$ cat src/rtl/ctrl_pkg.sv
// Shared encodings for the multicycle controller: opcodes, FSM states and
// the datapath mux/ALU select codes driven by the controller.
package ctrl_pkg;

  localparam logic [5:0] OP_RTYPE = 6'b000000;
  localparam logic [5:0] OP_LW    = 6'b000001;
  localparam logic [5:0] OP_SW    = 6'b000010;
  localparam logic [5:0] OP_ADDI  = 6'b000011;
  localparam logic [5:0] OP_SUBI  = 6'b000100;
  localparam logic [5:0] OP_BEQ   = 6'b000101;
  localparam logic [5:0] OP_J     = 6'b000111;
  localparam logic [5:0] OP_JAL   = 6'b001000;
  localparam logic [5:0] FN_JR    = 6'b001000;

  typedef enum logic [3:0] {
    S_IDLE, S_FETCH, S_DECODE, S_MEMADR, S_MEMRD, S_MEMWB, S_MEMWR, S_EXEC,
    S_ALUWB, S_IEXEC, S_IWB, S_BRANCH, S_JUMP, S_JAL, S_JR, S_TRAP
  } state_e;

  typedef enum logic [1:0] {ALU_ADD = 2'b00, ALU_SUB = 2'b01, ALU_FUNCT = 2'b10} alu_op_e;
  typedef enum logic [1:0] {
    SRCB_RT = 2'b00, SRCB_FOUR = 2'b01, SRCB_IMM = 2'b10, SRCB_IMM_SH2 = 2'b11
  } alu_src_b_e;
  typedef enum logic [1:0] {DST_RT = 2'b00, DST_RD = 2'b01, DST_R31 = 2'b10} reg_dst_e;
  typedef enum logic [1:0] {WB_ALU = 2'b00, WB_MEM = 2'b01, WB_PC = 2'b10} mem_to_reg_e;
  typedef enum logic [1:0] {
    PC_ALU = 2'b00, PC_ALUOUT = 2'b01, PC_JUMP = 2'b10, PC_RS = 2'b11
  } pc_src_e;

endpackage

$ cat src/rtl/mem_wait_timer.sv
// Counts consecutive not-ready cycles of a memory access; expired flags the
// cycle on which the TIMEOUT-th not-ready cycle is being observed.
module mem_wait_timer #(
  parameter int TIMEOUT = 16
) (
  input  logic clk,
  input  logic rst,
  input  logic clear,
  input  logic ready,
  output logic expired
);

  localparam int CW = $clog2(TIMEOUT + 1);
  localparam logic [CW-1:0] LAST = CW'(TIMEOUT - 1);
  localparam logic [CW-1:0] CAP  = CW'(TIMEOUT);

  logic [CW-1:0] count_q, count_d;

  // Saturates at TIMEOUT so an idle or trapped controller never wraps it.
  always_comb begin
    count_d = count_q;
    if (clear) begin
      count_d = '0;
    end else if (!ready && (count_q != CAP)) begin
      count_d = count_q + 1'b1;
    end
  end

  // NOTE: sequential state uses non-blocking assignments so every flop
  // samples pre-edge values regardless of process evaluation order.
  always_ff @(posedge clk or posedge rst) begin
    if (rst) begin
      count_q <= '0;
    end else begin
      count_q <= count_d;
    end
  end

  assign expired = !ready && (count_q == LAST);

endmodule

$ cat src/rtl/multicycle_controller.sv
// Multicycle CPU control FSM: walks each instruction through fetch, decode,
// execute, memory and writeback, with a bus-error trap on stalled memory.
module multicycle_controller
  import ctrl_pkg::*;
#(
  parameter int OP_W    = 6,
  parameter int FN_W    = 6,
  parameter int TIMEOUT = 16
) (
  input  logic            clk,
  input  logic            rst,
  input  logic            run,
  input  logic [OP_W-1:0] opcode,
  input  logic [FN_W-1:0] functi,
  input  logic            mem_ready,
  output logic            pc_write,
  output logic            ir_write,
  output logic            iord,
  output logic            mem_read,
  output logic            mem_write,
  output logic            reg_write,
  output logic            branch,
  output logic            alu_src_a,
  output logic [1:0]      alu_src_b,
  output logic [1:0]      alu_operation,
  output logic [1:0]      register_destination,
  output logic [1:0]      memory_to_register,
  output logic [1:0]      pc_source,
  output logic            illegal,
  output logic            bus_error,
  output logic            halted
);

  state_e state_q, state_d;
  logic   illegal_q, bus_error_q;
  logic   illegal_set, bus_error_set;
  logic   timer_expired;

  // Any state change restarts the count, so each wait state is entered at 0.
  mem_wait_timer #(.TIMEOUT(TIMEOUT)) u_timer (
    .clk     (clk),
    .rst     (rst),
    .clear   (state_d != state_q),
    .ready   (mem_ready),
    .expired (timer_expired)
  );

  always_ff @(posedge clk or posedge rst) begin
    if (rst) begin
      state_q     <= S_IDLE;
      illegal_q   <= 1'b0;
      bus_error_q <= 1'b0;
    end else begin
      state_q     <= state_d;
      illegal_q   <= illegal_q | illegal_set;
      bus_error_q <= bus_error_q | bus_error_set;
    end
  end

  // NOTE: every output of a combinational block gets a default first so no
  // path through the case statement can leave it unassigned (latch).
  always_comb begin
    state_d       = state_q;
    illegal_set   = 1'b0;
    bus_error_set = 1'b0;
    unique case (state_q)
      S_IDLE: if (run) state_d = S_FETCH;
      S_FETCH: begin
        if (mem_ready) begin
          state_d = S_DECODE;
        end else if (timer_expired) begin
          state_d       = S_TRAP;
          bus_error_set = 1'b1;
        end
      end
      S_DECODE: begin
        if (opcode == OP_W'(OP_LW) || opcode == OP_W'(OP_SW)) begin
          state_d = S_MEMADR;
        end else if (opcode == OP_W'(OP_RTYPE)) begin
          state_d = (functi == FN_W'(FN_JR)) ? S_JR : S_EXEC;
        end else if (opcode == OP_W'(OP_ADDI) || opcode == OP_W'(OP_SUBI)) begin
          state_d = S_IEXEC;
        end else if (opcode == OP_W'(OP_BEQ)) begin
          state_d = S_BRANCH;
        end else if (opcode == OP_W'(OP_J)) begin
          state_d = S_JUMP;
        end else if (opcode == OP_W'(OP_JAL)) begin
          state_d = S_JAL;
        end else begin
          state_d     = S_TRAP;
          illegal_set = 1'b1;
        end
      end
      S_MEMADR: state_d = (opcode == OP_W'(OP_LW)) ? S_MEMRD : S_MEMWR;
      S_MEMRD, S_MEMWR: begin
        if (mem_ready) begin
          state_d = (state_q == S_MEMRD) ? S_MEMWB : S_FETCH;
        end else if (timer_expired) begin
          state_d       = S_TRAP;
          bus_error_set = 1'b1;
        end
      end
      S_EXEC:  state_d = S_ALUWB;
      S_IEXEC: state_d = S_IWB;
      S_MEMWB, S_ALUWB, S_IWB, S_BRANCH, S_JUMP, S_JAL, S_JR: state_d = S_FETCH;
      S_TRAP:  state_d = S_TRAP;
      default: state_d = S_IDLE;
    endcase
  end

  always_comb begin
    pc_write             = 1'b0;
    ir_write             = 1'b0;
    iord                 = 1'b0;
    mem_read             = 1'b0;
    mem_write            = 1'b0;
    reg_write            = 1'b0;
    branch               = 1'b0;
    alu_src_a            = 1'b0;
    alu_src_b            = SRCB_RT;
    alu_operation        = ALU_ADD;
    register_destination = DST_RT;
    memory_to_register   = WB_ALU;
    pc_source            = PC_ALU;
    halted               = 1'b0;
    unique case (state_q)
      S_FETCH: begin
        mem_read  = 1'b1;
        alu_src_b = SRCB_FOUR;
        // IR and PC capture only on the cycle the fetch completes.
        ir_write  = mem_ready;
        pc_write  = mem_ready;
      end
      S_DECODE: alu_src_b = SRCB_IMM_SH2;
      S_MEMADR: begin
        alu_src_a = 1'b1;
        alu_src_b = SRCB_IMM;
      end
      S_MEMRD: begin
        iord     = 1'b1;
        mem_read = 1'b1;
      end
      S_MEMWB: begin
        reg_write          = 1'b1;
        memory_to_register = WB_MEM;
      end
      S_MEMWR: begin
        iord      = 1'b1;
        mem_write = 1'b1;
      end
      S_EXEC: begin
        alu_src_a     = 1'b1;
        alu_operation = ALU_FUNCT;
      end
      S_ALUWB: begin
        reg_write            = 1'b1;
        register_destination = DST_RD;
      end
      S_IEXEC: begin
        alu_src_a     = 1'b1;
        alu_src_b     = SRCB_IMM;
        alu_operation = (opcode == OP_W'(OP_SUBI)) ? ALU_SUB : ALU_ADD;
      end
      S_IWB: reg_write = 1'b1;
      S_BRANCH: begin
        alu_src_a     = 1'b1;
        alu_operation = ALU_SUB;
        branch        = 1'b1;
        pc_source     = PC_ALUOUT;
      end
      S_JUMP: begin
        pc_write  = 1'b1;
        pc_source = PC_JUMP;
      end
      S_JAL: begin
        pc_write             = 1'b1;
        pc_source            = PC_JUMP;
        reg_write            = 1'b1;
        register_destination = DST_R31;
        memory_to_register   = WB_PC;
      end
      S_JR: begin
        pc_write  = 1'b1;
        pc_source = PC_RS;
      end
      S_TRAP: halted = 1'b1;
      default: ;
    endcase
  end

  assign illegal   = illegal_q;
  assign bus_error = bus_error_q;

endmodule

$ cat config.mk
export PLATFORM = sky130hd
export DESIGN_NAME = multicycle_controller
export DESIGN_NICKNAME = d
export VERILOG_FILES = /design/src/rtl/ctrl_pkg.sv /design/src/rtl/mem_wait_timer.sv /design/src/rtl/multicycle_controller.sv
export SDC_FILE = /design/constraint.sdc
export NUM_CORES = 1
export LEC_CHECK = 0
export BUFFER_PORTS_ARGS = -buffer_cell sky130_fd_sc_hd__buf_2
export CORE_UTILIZATION = 52
export DETAILED_ROUTE_END_ITERATION = 6
export PLACE_DENSITY = 0.78
export SLEW_MARGIN = 30
export SYNTH_ARGS = -nofsm -noshare
export SYNTH_HDL_FRONTEND = slang
export SYNTH_SLANG_ARGS = --single-unit
export TNS_END_PERCENT = 10
$ cat constraint.sdc
create_clock -name clk -period 4.3 [get_ports clk]
set_input_delay 0.86 -clock clk [delete_from_list [all_inputs] [get_ports clk]]
set_output_delay 0.86 -clock clk [all_outputs]
set_load 0.05 [all_outputs]
# Yosys cells after proc, flatten, opt, wreduce, memory -nomap -nowiden
# Index checks and enable logic that the tools add are counted.
# Widths: inputs -> output; s select.
[word_totals]
register_bits = 11
in_bits = 16
wordCells = 91
[op_classes]
addsub = 1
eq_ne = 26
n_mux = 41
n_bitwise = 2
n_reduce_logical = 17
[op_table]
columns = ["op", "n"]
rows = [
  ["$pmux 4 s9", 1],
  ["$eq 4x4->1 const B", 8],
  ["$mux 4", 7],
  ["$mux 1", 19],
  ["$eq 6x3->1 const B", 3],
  ["$pmux 2 s3", 3],
  ["$eq 4x3->1 const B", 4],
  ["$eq 6x2->1 const B", 2],
  ["$eq 6x4->1 const B", 2],
  ["$mux 5", 2],
  ["$mux 3", 3],
  ["$eq 4x2->1 const B", 2],
  ["$pmux 2 s2", 2],
  ["$reduce_or 2->1", 4],
  ["$reduce_or 4->1", 2],
  ["$reduce_or 7->1", 1],
  ["$eq 6x1->1 const B", 1],
  ["$logic_not 6->1", 1],
  ["$mux 2", 3],
  ["$reduce_or 3->1", 2],
  ["$add 5x1->5 const B", 1],
  ["$eq 5x4->1 const B", 1],
  ["$ne 5x5->1 const B", 1],
  ["$eq 4x1->1 const B", 1],
  ["8 further kinds", 11],
]

# Logic depth before layout (Yosys ltp)
# Gate-level depths: netlist (run 1).
[depth]
depth_word = 10
mapped_depth = 8
mapped_depth_nobuf = 8

# By module
# Synthesis (run 1) repeated with hierarchy kept, for this count alone.
[unflattened]
hier_cells = 155
hier_area_um2 = 1199.9
[modules_own_cells]
columns = ["mod", "n_inst", "cells_per_inst", "area_per_inst_um2"]
rows = [
  ["multicycle_controller", 1, 125, 882.1],
  ["mem_wait_timer", 1, 30, 317.8],
]

# Least setup slack after synthesis (run 1)
# Ideal clock, no wire load.
[synth_path]
path_type = "input-to-output"
startpoint = "in mem_ready"
endpoint = "out pc_write"
arrival_time_ps = 2815
t_required_ps = 3440
path_slack_ps = 625
stages = 4
cell_sequence = "clkbuf_1 > inv_2 > nor3_1 > or2_1"
[synth_between]
elab_chain_cells = 1
[synth_lines]
columns = ["element", "line", "source"]
rows = [
  ["start, declared", "multicycle_controller.sv:15", "input logic mem_ready,"],
  ["$pmux 1 s2", "multicycle_controller.sv:126", "unique case (state_q)"],
  ["end, declared", "multicycle_controller.sv:16", "output logic pc_write,"],
]
# Every way passes these cells.

# Final worst setup path (run 1)
[layout_path]
startpoint = "reg state_q[1]"
endpoint = "out pc_write"
[layout_between]
elab_chain_cells = 3
elab_cells_between_ends = 6
[layout_lines]
columns = ["element", "line", "source"]
rows = [
  ["start, declared", "multicycle_controller.sv:34", "state_e state_q, state_d;"],
  ["start signal, assigned", "multicycle_controller.sv:54", "state_q <= state_d;"],
  ["$eq 4x4->1", "multicycle_controller.sv:126", ""],
  ["$reduce_or 3->1 (no source line)", "n/a", ""],
  ["$pmux 1 s2 (*)", "multicycle_controller.sv:126", ""],
]
# Mark *: on every way between the ends. The rest lies on a longest branch, timed or not.

==> metrics, run 1 <==
Psw 0.5780 mW; Setup CP Type register to output port; Placer Congestion 0.8676; Hold EP bus_error; I/O pins 37; Post-Syn Area per Cell 7.153 um2; core area ~2000 um2; worst r2r path cells 8; f_max around 350 MHz; Initial Utilization a little under three fifths; Port Buffers 36; post-synth top area cell dfrtp_1; pre-CTS setup slack 1541 ps; Hold Crit Depth 1; clk buf depth 2; most frequent cells in the layout buf_2 (36), nor2_1 (21), nand2_1 (19); vias in the first global route 1100; largest net degree at the start of global routing 25; Worst EP required 3440 ps; Area Overhead vs Synth 16.06%; switch share between 60% and 70%; nets@finish 206; CTS tree built; worst flop-to-flop path endpoint u_timer.count_q[0]; All-Layer GR Usage roughly a quarter; H-tree depth 1; # clock sinks 11; combinational power share 70.2%; worst endpoint data arrival time 2030 ps; DRT Pass-1 Iters 4; Detail Route Antenna Nets 0; root buf cell clkbuf_4; post-layout minimum cycle time between 2000 and 3000 ps; DIE AREA 2378 um2; largest family of logic cells by synthesized area simple AND/OR/NAND/NOR gates; Slew Limit Fails 0; P_int 0.3585 mW; mux cell area share after synthesis 2.750%; Synth warnings 0; Netlist cell types 46; post-synthesis xor/xnor area fraction 3.850%; vias per cell 5.911; drt drc 0; most common cell after layout, fill and taps aside buf_2; Total Power 0.9365 mW; row count 16; ranking of synthesized cells by area dfrtp_1 (24%), nor2_1 (6.9%), nand2_1 (6.3%), nor3_2 (4.4%), nor3_1 (4.0%); post-synthesis sequential area ratio 24.20%; setup TNS 0 ps; measured slew at the worst slew-check pin ~710 ps; die height 48.77 um; RSZ-0062 raised after global routing no; clock power share between 8 and 9%; Post-CTS Resized 0; maxcap violations 0; total gr overflow 0; Die W around 49 um; leak pwr 0.6308 nW; hold buffers post-CTS 0; final wirelength between 2 and 3 mm; Worst R2R Start u_timer.count_q[0]; worst skew pair latency 280 ps; detailed placement HPWL between 2 and 2.5 mm; Setup crit start state_q[1]; post-CTS setup buffer count 0; Worst Path Max Fanout 24; Sequential Power Share 21.6%; DRT iter0 DRCs 59; fin crit share approximately two thirds; CP Launch Type register; Slew HR 52.92%; clock slew at reported path FFs 80 ps; Fill cells 186; synthesized area 1137 um2; Fin. Hold Viols 0; Synth Area in Simple Gates ~37%; status finished clean; Synth Area in Compound Gates 21.34%; clock skew 3.959 ps; first-pass GRT wire length about 4.8 mm; Max VDD drop approximately 340 uV; CP endpoint kind output port; R2R setup slack 2020 ps; FF+latch count, synth 11; PnR worst setup slack between 1000 and 1500 ps; synthesized-area fraction occupied by adder cells 3.300%; Final Setup Violations 0; DR WL/cell between 10 and 15 um; Synth top area share 24.20%; vias roughly 1300; Hold Path Class register to register; power per cell area between 700 and 800 nW/um2; CTS buffer count 3; initial antenna violation count 0; Synth Instances 159; antenna cells 0; worst hold path startpoint bus_error; layout cells sized above 1 27.42%; Post-Syn Nets 178
-- kinds of logic after synthesis --
kind of cell    Yosys count
buf+inv                  20
flops                    11
mux                       3
simple gates             80
xor+xnor                  5
fa+ha+maj                 3
compound gates           37
-- how the worst max path moves through the flow --
| stage | end | slack [ps] | cells past startpoint |
|---|---|---|---|
| global route | pc_write | 1310 | 4 |
| global placement | alu_operation[0] | 1560 | 5 |
| floorplan | pc_write | 620 | 4 |
| finish | pc_write | 1410 | 4 |
| detailed placement | alu_operation[0] | 1540 | 5 |
| CTS | pc_write | 1440 | 4 |
-- worst max-delay path, cell delays in order (launching register included) --
cell	delay, ps
dfrtp_1	800
nand2b_1	390
nor3_1	110
or2_1	230
buf_2	210
-- power by group through the flow --
stage / clock network [mW] / logic [mW] / registers (mW)
floorplan: 0 / 0.560 / 0.165
global placement: 0 / 0.637 / 0.200
detailed placement: 0 / 0.651 / 0.202
CTS: 0.0740 / 0.655 / 0.200
global route: 0.0810 / 0.706 / 0.210
finish: 0.0768 / 0.658 / 0.202
-- cell usage after synthesis (all sizes together) --
library cell   n
nor2          21
nand2         19
nor3          14
dfrtp         11
clkbuf        10
o21ai         10
a21oi          8
inv            6
and3           5
buf            4
nand2b         4
nand3          4
ha             3
nor2b          3
o31ai          3
xor2           3
a22oi          2
a31o           2
mux2i          2
nand4          2
o211ai         2
o22ai          2
or2            2
or3            2
xnor2          2
a211oi         1
a21o           1
a221oi         1
a22o           1
a31oi          1
mux2           1
nor4           1
nor4b          1
nor4bb         1
o21a           1
o22a           1
o32ai          1
or4            1
-- area by class of cell --
type                    count  area (um2)  share of cell area (%)
clock buffers               4       26.28                   1.991
inverters                   6       22.52                   1.706
multi-input cells         128       774.5                   58.67
flip-flops and latches     11       275.3                   20.85
well taps                  27       33.78                   2.559
repair buffers             37       187.7                   14.22
-- flip-flops by register name (all words and copies together) (netlist names) --
register         count
bus_error            1
u_timer.count_q      5
illegal              1
state_q              4
-- routing by layer --
metal,part of all wire (%),global-route usage (%)
met2,51,46.30
met5,0,0
met4,1.1,7.353
met1,42,33.27
met3,6.2,2.830
-- metrics by stage --
step           hold WS [ps]  util, %  cell area (um2)  std cells
2_1_floorplan         552.2        -             1137        159
3_3_place_gp          441.1    64.63             1294        209
3_5_place_dp          466.1    64.63             1294        209
4_1_cts               483.0    65.94             1320        213
5_1_grt               502.6    65.94             1320        213
6_report              478.8    65.94             1320        213
Power figures use the tool's default switching activity.
==> run 2, diff against run 1 <==
--- a/config.mk
+++ b/config.mk
@@ -6,9 +6,9 @@
 export NUM_CORES = 1
 export LEC_CHECK = 0
 export BUFFER_PORTS_ARGS = -buffer_cell sky130_fd_sc_hd__buf_2
-export CORE_UTILIZATION = 52
+export CORE_UTILIZATION = 50
 export DETAILED_ROUTE_END_ITERATION = 6
-export PLACE_DENSITY = 0.78
+export PLACE_DENSITY = 0.75
 export SLEW_MARGIN = 30
 export SYNTH_ARGS = -nofsm -noshare
 export SYNTH_HDL_FRONTEND = slang
==> constraint.sdc (replaced) <==
create_clock -name clk -period 2.87 [get_ports clk]
set_input_delay 0.574 -clock clk [delete_from_list [all_inputs] [get_ports clk]]
set_output_delay 0.574 -clock clk [all_outputs]
set_load 0.05 [all_outputs]
==> run 2 against run 1 <==
Wire length fell by 0.97%. Highest routed layer unchanged. Cell count rose by 0.47%. Flip-flop and latch count did not move. Via count rose by 0.16%. Total power rose by 51%. Worst hold slack got worse by 200 ps.
==> metrics, run 2 (synthesized netlist as in run 1, its figures left out) <==
Largest register FFs 5 (unchanged); Largest stage delay, worst path 610 ps (was 800 ps); DRT iter0 DRCs 55 (was 59); most frequent cells in the layout buf_2 (36), nor2_1 (21), nand2_1 (19) (unchanged); top flop regs u_timer.count_q (5), state_q (4) (unchanged); CTS tree built (unchanged); die height 49.70 um (was 48.77 um); Worst Path Max Fanout 20 (was 24); Initial Utilization 55.70% (was 56.81%); CP Launch Type register (unchanged); All-Layer GR Usage 25.49% (was 26.13%); Slew Limit Fails 0 (unchanged); Biggest register u_timer.count_q (unchanged); worst endpoint data arrival time 1860 ps (was 2030 ps); Placer Congestion 0.8810 (was 0.8676); f_max 411.2 MHz; first-pass GRT wire length 4.947 mm (was 4.836 mm); post-layout minimum cycle time 2432 ps; fin crit share 84.73%; # clock sinks 11 (unchanged); clock skew 2.810 ps (was 3.959 ps); Setup CP Type register to output port (unchanged); Worst EP required 2300 ps (was 3440 ps); DIE AREA 2470 um2 (was 2378 um2); clock slew at reported path FFs 70 ps (was 80 ps); vias in the first global route 1084 (was 1100); core area 2042 um2 (was 2002 um2); setup TNS 0 ps (unchanged); final wirelength 2.949 mm (was 2.978 mm); Hold Path Class input port to async pin (was register to register); Fin. Hold Viols 0 (unchanged); post-CTS setup buffer count 0 (unchanged); most common cell after layout, fill and taps aside buf_2 (unchanged); DR WL/cell 13.78 um (was 13.98 um); vias per cell 5.893 (was 5.911); worst skew pair latency 270 ps (was 280 ps); drt drc 0 (unchanged); hold buffers post-CTS 0 (unchanged); Max VDD drop 816.4 uV (was 341.9 uV); worst path cell trace inv_1 > nand2_1 > nor3_1 > buf_2 (was nand2b_1 > nor3_1 > or2_1 > buf_2); Total Power 1.411 mW (was 0.9365 mW); detailed placement HPWL 2.322 mm (was 2.226 mm); Slew HR 58.13% (was 52.92%); leak pwr 0.6370 nW (was 0.6308 nW); Fill cells 194 (was 186); Post-CTS Resized 0 (unchanged); Final Setup Violations 0 (unchanged); vias 1261 (was 1259); RSZ-0062 raised after global routing no (unchanged); I/O pins 37 (unchanged); CP delay by family, top flip-flops (unchanged); clk buf depth 2 (unchanged); R2R setup slack 600 ps (was 2020 ps); Area Overhead vs Synth 17.16% (was 16.06%); layout cells sized above 1 28.34% (was 27.42%); Fin Hold WS 277.3 ps (was 478.8 ps); H-tree depth 1 (unchanged); largest net degree at the start of global routing 22 (was 25); Detail Route Antenna Nets 0 (unchanged); CP endpoint kind output port (unchanged); status finished clean (unchanged); row count 16 (unchanged); Port Buffers 36 (unchanged); antenna cells 0 (unchanged); measured slew at the worst slew-check pin 628.0 ps (was 706.2 ps); DRT Pass-1 Iters 4 (unchanged); WP buf/inv 2 (was 1); maxcap violations 0 (unchanged); total gr overflow 0 (unchanged); CTS buffer count 3 (unchanged); nets@finish 207 (was 206); initial antenna violation count 0 (unchanged); root buf cell clkbuf_4 (unchanged); Die W 49.70 um (was 48.77 um); power per cell area 1059 nW/um2 (was 709.5 nW/um2); Critical-path top delay cell dfrtp_1 (unchanged)
[run 2: cell count changes in the layout (fill, tap and decap cells not counted)]
cell,delta
buf_4,+1
nor3_1,-1
nor3_2,+1
[run 2: per-stage QoR]
stage | instances | instance area (um2) | setup slack [ps] | util [%]
2_1_floorplan | 159 | 1142 | 173.3 | -
3_3_place_gp | 210 | 1306 | 658.3 | 63.97
3_5_place_dp | 210 | 1306 | 575.6 | 63.97
4_1_cts | 214 | 1333 | 468.5 | 65.26
5_1_grt | 214 | 1333 | 316.7 | 65.26
6_report | 214 | 1333 | 438.1 | 65.26
[run 2: where the power goes]
group | internal, mW | switching [mW]
combinational | 0.298 | 0.687
clock | 0.0539 | 0.0527
sequential | 0.195 | 0.125
total | 0.546 | 0.865
[run 2: final timing paths]
kind	start	endpoint	cells past startpoint
worst min register to register	illegal	illegal	1
worst max-delay path	state_q[2]	register_destination[0]	4
max in group asynchronous	rst	u_timer.count_q[4]	2
min in group clk	illegal	illegal	1
worst max register to register	u_timer.count_q[0]	u_timer.count_q[3]	8
worst min-delay path	rst	u_timer.count_q[0]	2
[run 2: cell type report]
cell class	count	area [um2]	share of cell area, %
Clock buffer	4	26.28	1.972
Tap cell	27	33.78	2.535
Inverter	6	22.52	1.690
Timing Repair Buffer	38	195.2	14.65
Multi-Input combinational cell	128	779.5	58.50
Sequential cell	11	275.3	20.66
[run 2: layer usage]
| metal | vias up | routed length [um] | track usage [%] |
|---|---|---|---|
| li1 | 618 | - | - |
| met1 | 579 | 1237 | 34.22 |
| met2 | 57 | 1450 | 42.79 |
| met3 | 7 | 212 | 2.778 |
| met4 | 0 | 48 | 7.143 |
| met5 | - | 0 | 0 |
[run 2: worst reg2reg max path: cells and delay by family, from the launching register on]
family / cells / cell delay [ps]
AOI/OAI and AO/OA: 2 / 240
and+or+nand+nor: 4 / 1020
adders and majority gates: 2 / 490
DFF: 1 / 430
